===== src/rtl/reaction_timer_core.sv =====
// Reaction-timer trial sequencer: start press, pseudo-random pre-light delay,
// then millisecond measurement until stop press, with early-press and timeout faults.
module reaction_timer_core #(
  parameter int unsigned MIN_DELAY_MS = 1000,
  parameter int unsigned MAX_MS       = 9999,
  parameter logic [15:0] LFSR_SEED    = 16'hACE1
) (
  input  logic        clk,
  input  logic        reset,
  input  logic        tick_1khz,
  input  logic        start,
  input  logic        stop,
  output logic        led,
  output logic [13:0] result_ms,
  output logic        result_valid,
  output logic        too_soon,
  output logic        timeout,
  output logic        busy
);

  localparam logic [2:0] S_IDLE  = 3'd0;
  localparam logic [2:0] S_WAIT  = 3'd1;
  localparam logic [2:0] S_ARMED = 3'd2;
  localparam logic [2:0] S_DONE  = 3'd3;
  localparam logic [2:0] S_EARLY = 3'd4;
  localparam logic [2:0] S_TOUT  = 3'd5;

  localparam logic [10:0] MIN_D   = 11'(MIN_DELAY_MS);
  localparam logic [13:0] MAX_C   = 14'(MAX_MS);
  localparam logic [13:0] MAX_M1  = 14'(MAX_MS - 1);

  logic [2:0]  state_q, state_d;
  logic        start_q, stop_q;
  logic [15:0] lfsr_q;
  logic [10:0] delay_q, delay_d;
  logic [13:0] ms_q, ms_d;
  logic [13:0] result_q, result_d;
  logic        led_q, led_d;
  logic        valid_q, valid_d;
  logic        soon_q, soon_d;
  logic        tout_q, tout_d;
  logic        busy_q, busy_d;
  logic        start_ev_s, stop_ev_s;

  // Fibonacci LFSR, taps 16,14,13,11, shifted left with feedback into bit 0.
  function automatic logic [15:0] lfsr_next(input logic [15:0] v);
    return {v[14:0], v[15] ^ v[13] ^ v[12] ^ v[10]};
  endfunction

  assign start_ev_s = start & ~start_q;
  assign stop_ev_s  = stop & ~stop_q;

  // Next-state and next-output logic; all outputs are registered copies of these.
  always_comb begin
    state_d  = state_q;
    delay_d  = delay_q;
    ms_d     = ms_q;
    result_d = result_q;
    led_d    = led_q;
    valid_d  = valid_q;
    soon_d   = soon_q;
    tout_d   = tout_q;
    busy_d   = busy_q;
    case (state_q)
      S_IDLE, S_DONE, S_EARLY, S_TOUT: begin
        if (start_ev_s) begin
          state_d  = S_WAIT;
          delay_d  = MIN_D + {1'b0, lfsr_q[9:0]};
          result_d = 14'd0;
          valid_d  = 1'b0;
          soon_d   = 1'b0;
          tout_d   = 1'b0;
          busy_d   = 1'b1;
          led_d    = 1'b0;
        end else begin
          state_d = state_q;
        end
      end
      S_WAIT: begin
        // A stop press beats a coincident final tick.
        if (stop_ev_s) begin
          state_d = S_EARLY;
          soon_d  = 1'b1;
          busy_d  = 1'b0;
        end else if (tick_1khz) begin
          delay_d = delay_q - 11'd1;
          if (delay_q == 11'd1) begin
            state_d = S_ARMED;
            led_d   = 1'b1;
            ms_d    = 14'd0;
          end else begin
            state_d = state_q;
          end
        end else begin
          state_d = state_q;
        end
      end
      S_ARMED: begin
        if (stop_ev_s) begin
          state_d  = S_DONE;
          result_d = ms_q;
          valid_d  = 1'b1;
          led_d    = 1'b0;
          busy_d   = 1'b0;
        end else if (tick_1khz) begin
          ms_d = ms_q + 14'd1;
          if (ms_q == MAX_M1) begin
            state_d  = S_TOUT;
            result_d = MAX_C;
            tout_d   = 1'b1;
            led_d    = 1'b0;
            busy_d   = 1'b0;
          end else begin
            state_d = state_q;
          end
        end else begin
          state_d = state_q;
        end
      end
      default: begin
        state_d  = S_IDLE;
        delay_d  = 11'd0;
        ms_d     = 14'd0;
        result_d = 14'd0;
        led_d    = 1'b0;
        valid_d  = 1'b0;
        soon_d   = 1'b0;
        tout_d   = 1'b0;
        busy_d   = 1'b0;
      end
    endcase
  end

  // State, counters, edge detectors, LFSR and output registers.
  always_ff @(posedge clk or negedge reset) begin
    if (!reset) begin
      state_q  <= S_IDLE;
      start_q  <= 1'b0;
      stop_q   <= 1'b0;
      lfsr_q   <= LFSR_SEED;
      delay_q  <= 11'd0;
      ms_q     <= 14'd0;
      result_q <= 14'd0;
      led_q    <= 1'b0;
      valid_q  <= 1'b0;
      soon_q   <= 1'b0;
      tout_q   <= 1'b0;
      busy_q   <= 1'b0;
    end else begin
      state_q  <= state_d;
      start_q  <= start;
      stop_q   <= stop;
      lfsr_q   <= lfsr_next(lfsr_q);
      delay_q  <= delay_d;
      ms_q     <= ms_d;
      result_q <= result_d;
      led_q    <= led_d;
      valid_q  <= valid_d;
      soon_q   <= soon_d;
      tout_q   <= tout_d;
      busy_q   <= busy_d;
    end
  end

  assign led          = led_q;
  assign result_ms    = result_q;
  assign result_valid = valid_q;
  assign too_soon     = soon_q;
  assign timeout      = tout_q;
  assign busy         = busy_q;

endmodule


===== config.mk =====
export PLATFORM = sky130hd
export DESIGN_NAME = reaction_timer_core
export DESIGN_NICKNAME = d
export VERILOG_FILES = /design/src/rtl/reaction_timer_core.sv
export SDC_FILE = /design/constraint.sdc
export NUM_CORES = 1
export LEC_CHECK = 0
export BUFFER_PORTS_ARGS = -buffer_cell sky130_fd_sc_hd__buf_2
export CAP_MARGIN = 10
export CORE_MARGIN = 10
export CORE_UTILIZATION = 29
export DETAILED_ROUTE_END_ITERATION = 8
export SYNTH_ARGS = -nofsm -noshare
export SYNTH_HDL_FRONTEND = slang
export SYNTH_SLANG_ARGS = --single-unit
export TNS_END_PERCENT = 5

===== constraint.sdc =====
create_clock -name clk -period 2.6 [get_ports clk]
set_clock_uncertainty 0.05 [all_clocks]
set_input_delay 0.26 -clock clk [delete_from_list [all_inputs] [get_ports clk]]
set_output_delay 0.26 -clock clk [all_outputs]
set_load 0.03 [all_outputs]

==> results.toml <==
[logic_synthesis]
yosysTopAreaCell = "dfrtp_1"
postSynthAreaPerCell_um2 = 10.2
synth_cells = 313
synth.distinct_cells = 61
syn_area_um2 = 3180
synth_edf_count = 0
syn_nets = 323
synth_top_area_share_pct = 44.8
yosys_warnings = 0
yosys.cell_count.top_type = "dfrtp_1"
synth_top_cells_by_area = "dfrtp_1 45%, dfstp_2 6.6%, nand2_1 4.0%"
synth_seq_cells = 65
synthFlopType = "dfrtp_1"
ys_seq_area_share_pct = 51.5
async_flop_share_pct = 100
synth_common_cells = "57 x dfrtp_1, 34 x nand2_1, 21 x o21ai_0"

[route]
routed_via_density = 5.12
routedWlPerCell_um = 15.4
drt_iter0_markers = 182
drt_wl_total_mm = 7.49
drtAntennaViolNets = 0
via_count = 2494
drt_first_pass_iters = 4
drc = 0

[cts]
post_cts.repair.setup_buffers = 0
clk_pin_slew_ps = 70
cts_root_buf = "clkbuf_8"
clock_path_buffers = 2
htreeDepth = 3
clk-insertion-delay-late_ps = 340
cts_buffers = 9
cts_sinks = 65
cts_tree = "yes"

[layout]
final_nets = 352
fill_cells = 1117
diodes = 0
drive_gt1_share_pct = 19.9
area_growth_pct = 15.5
utilization_pct = 34.0

[sta]
fmax_mhz = 426
finalSetupTns_ps = 0
post-route-min-period_ps = 2350
relSlewSlack_pct = 53.0
setup_viol_count_final = 0
slew_viol_final = 0
rsz0062_at_grt = "no"
tightest_slew_ps = 702
hold_viol_final = 0
fin_crit_sh_pct = 90.3

[global_routing]
grt_first_pass_wirelength_mm = 12.7
grt_start_max_net_pins = 43
track_usage_pct = 9.78
grt_pass1_vias = 2467
grt_overflow_total = 0
antenna_found_initial = 0

[power_and_ir_drop]
powerDensity_nw_per_um2 = 1080
p_sw_share_pct = 41.5
fin_total_pwr_uw = 3970
p_int_uw = 2320
p_seq_share_pct = 36.4
share_comb_of_total_power_pct = 42.8
ir_drop_mv = 0.406
p_clk_share_pct = 20.8
power.switching_uw = 1650
p_leak_uw = 0.00163

[setup_path]
crit_type = "reg2reg"
worstSetupEndpointType = "flip-flop"
cp_max_fo = 7
startpoint_type = "flip-flop"
cp.arrival_ps = 2530
cp.required_ps = 2780

[run]
drv_cap = 0

[floorplan]
num_rows = 38
start_util_pct = 29.5
die_x_um = 125
core_area_um2 = 10800
die-area_um2 = 15600
io_pins = 24
die_y_um = 125

[place]
dp_hpwl_mm = 5.33
port_buffers = 23
gp_congestion = 0.823

[outcome]
run_status = "complete, no violations"

[hold_path]
hp-class = "in2reg"
[per-layer routing]
layer / up-vias / GRT usage, % / wire [um]
met4: 0 / 3.56 / 102
li1: 1205 / - / -
met3: 11 / 2.47 / 240
met2: 41 / 15.5 / 3720
met1: 1237 / 12.5 / 3430
met5: - / 0 / 0
[cell families (layout without fill, tap and decap cells)]
logic type | Yosys count | count (layout) | synth area share (%)
AND/OR/NAND/NOR | 123 | 123 | 21.3
buffers and inverters | 23 | 57 | 3.62
multiplexers | 1 | 1 | 0.354
adder cells (fa/ha/maj) | 6 | 6 | 2.28
flip-flops | 65 | 65 | 51.5
XOR/XNOR | 9 | 9 | 2.48
AO/OA/AOI/OAI | 86 | 86 | 18.5
[what timing repair did]
action,4_1_cts,5_1_grt
resized for setup,0,0
endpoints found under the hold margin,25,0
hold buffers,3,0
[metrics by stage]
step                std cells  setup WS [ps]  hold slack [ps]  instance area [um2]
finish                    487            252              307                 3670
global route              487           93.3              311                 3670
CTS                       487            240              290                 3670
detailed placement        468            263              246                 3450
global placement          468            334              239                 3450
floorplan                 313            337            -85.6                 3180
[path summary, 6_finish.rpt]
kind | startpoint | end | slack (ps) | cells after the start
setup / recovery | ms_q[11] | busy | 250 | 5
hold / removal | tick_1khz | state_q[0] | 310 | 3
setup reg to reg | ms_q[11] | busy | 250 | 5
hold reg to reg | lfsr_q[14] | lfsr_q[15] | 310 | 0
max in group asynchronous | reset | lfsr_q[0] | 1420 | 3
min in group asynchronous | reset | state_q[0] | 400 | 2
[final cells by class]
| class | count | area [um2] | share of cell area, % |
|---|---|---|---|
| inverters | 7 | 26.3 | 0.716 |
| multi-input cells | 225 | 1430 | 38.9 |
| clock buffers | 11 | 131 | 3.58 |
| well taps | 140 | 175 | 4.77 |
| flip-flops and latches | 65 | 1640 | 44.6 |
| clock inverters | 5 | 56.3 | 1.53 |
| repair buffers | 34 | 218 | 5.93 |
[flip-flops by register name (all words and copies together), names as in the netlist]
| register | cells |
|---|---|
| lfsr_q | 16 |
| ms_q | 14 |
| result_ms | 14 |
| delay_q | 11 |
| state_q | 3 |
| busy | 1 |
| led | 1 |
| result_valid | 1 |
| start_q | 1 |
| stop_q | 1 |
| timeout | 1 |
| too_soon | 1 |
[power by group through the flow]
stage          clock, uW  sequential [uW]  combinational, uW
2_1_floorplan          0             1550               1160
3_3_place_gp           0             1460               1680
3_5_place_dp           0             1460               1710
4_1_cts              852             1450               1720
5_1_grt              901             1490               1890
6_report             826             1450               1700
[layout by cell type, fill, tap and decap left out, types with 2 or more instances in the layout]
cell type,instances
dfrtp_1,57
nand2_1,34
buf_2,23
o21ai_0,21
nor2_1,18
nand3_1,18
a21oi_1,14
nor3_1,12
a31oi_1,9
clkbuf_8,9
a2bb2oi_1,8
dfstp_2,8
inv_1,7
buf_4,7
nand2b_1,6
a22o_1,6
xor2_1,5
ha_1,5
xnor2_1,4
a21o_1,4
nor4_1,4
and3_1,4
a22oi_1,4
nand4_1,4
and2_1,4
o22a_1,3
dlygate4sd3_1,3
nor2b_1,2
or4_1,2
and4_1,2
a221o_1,2
o31ai_1,2
o211ai_1,2
clkbuf_1,2
clkinv_2,2
[worst max-delay path, stage by stage, from the launching register on]
cell       delay, ps
dfrtp_1          440
or4_1            570
nor4_1           410
a2bb2oi_1        350
nand2_1          130
mux2_2           280
No activity file was read; power rests on OpenSTA's default activity.
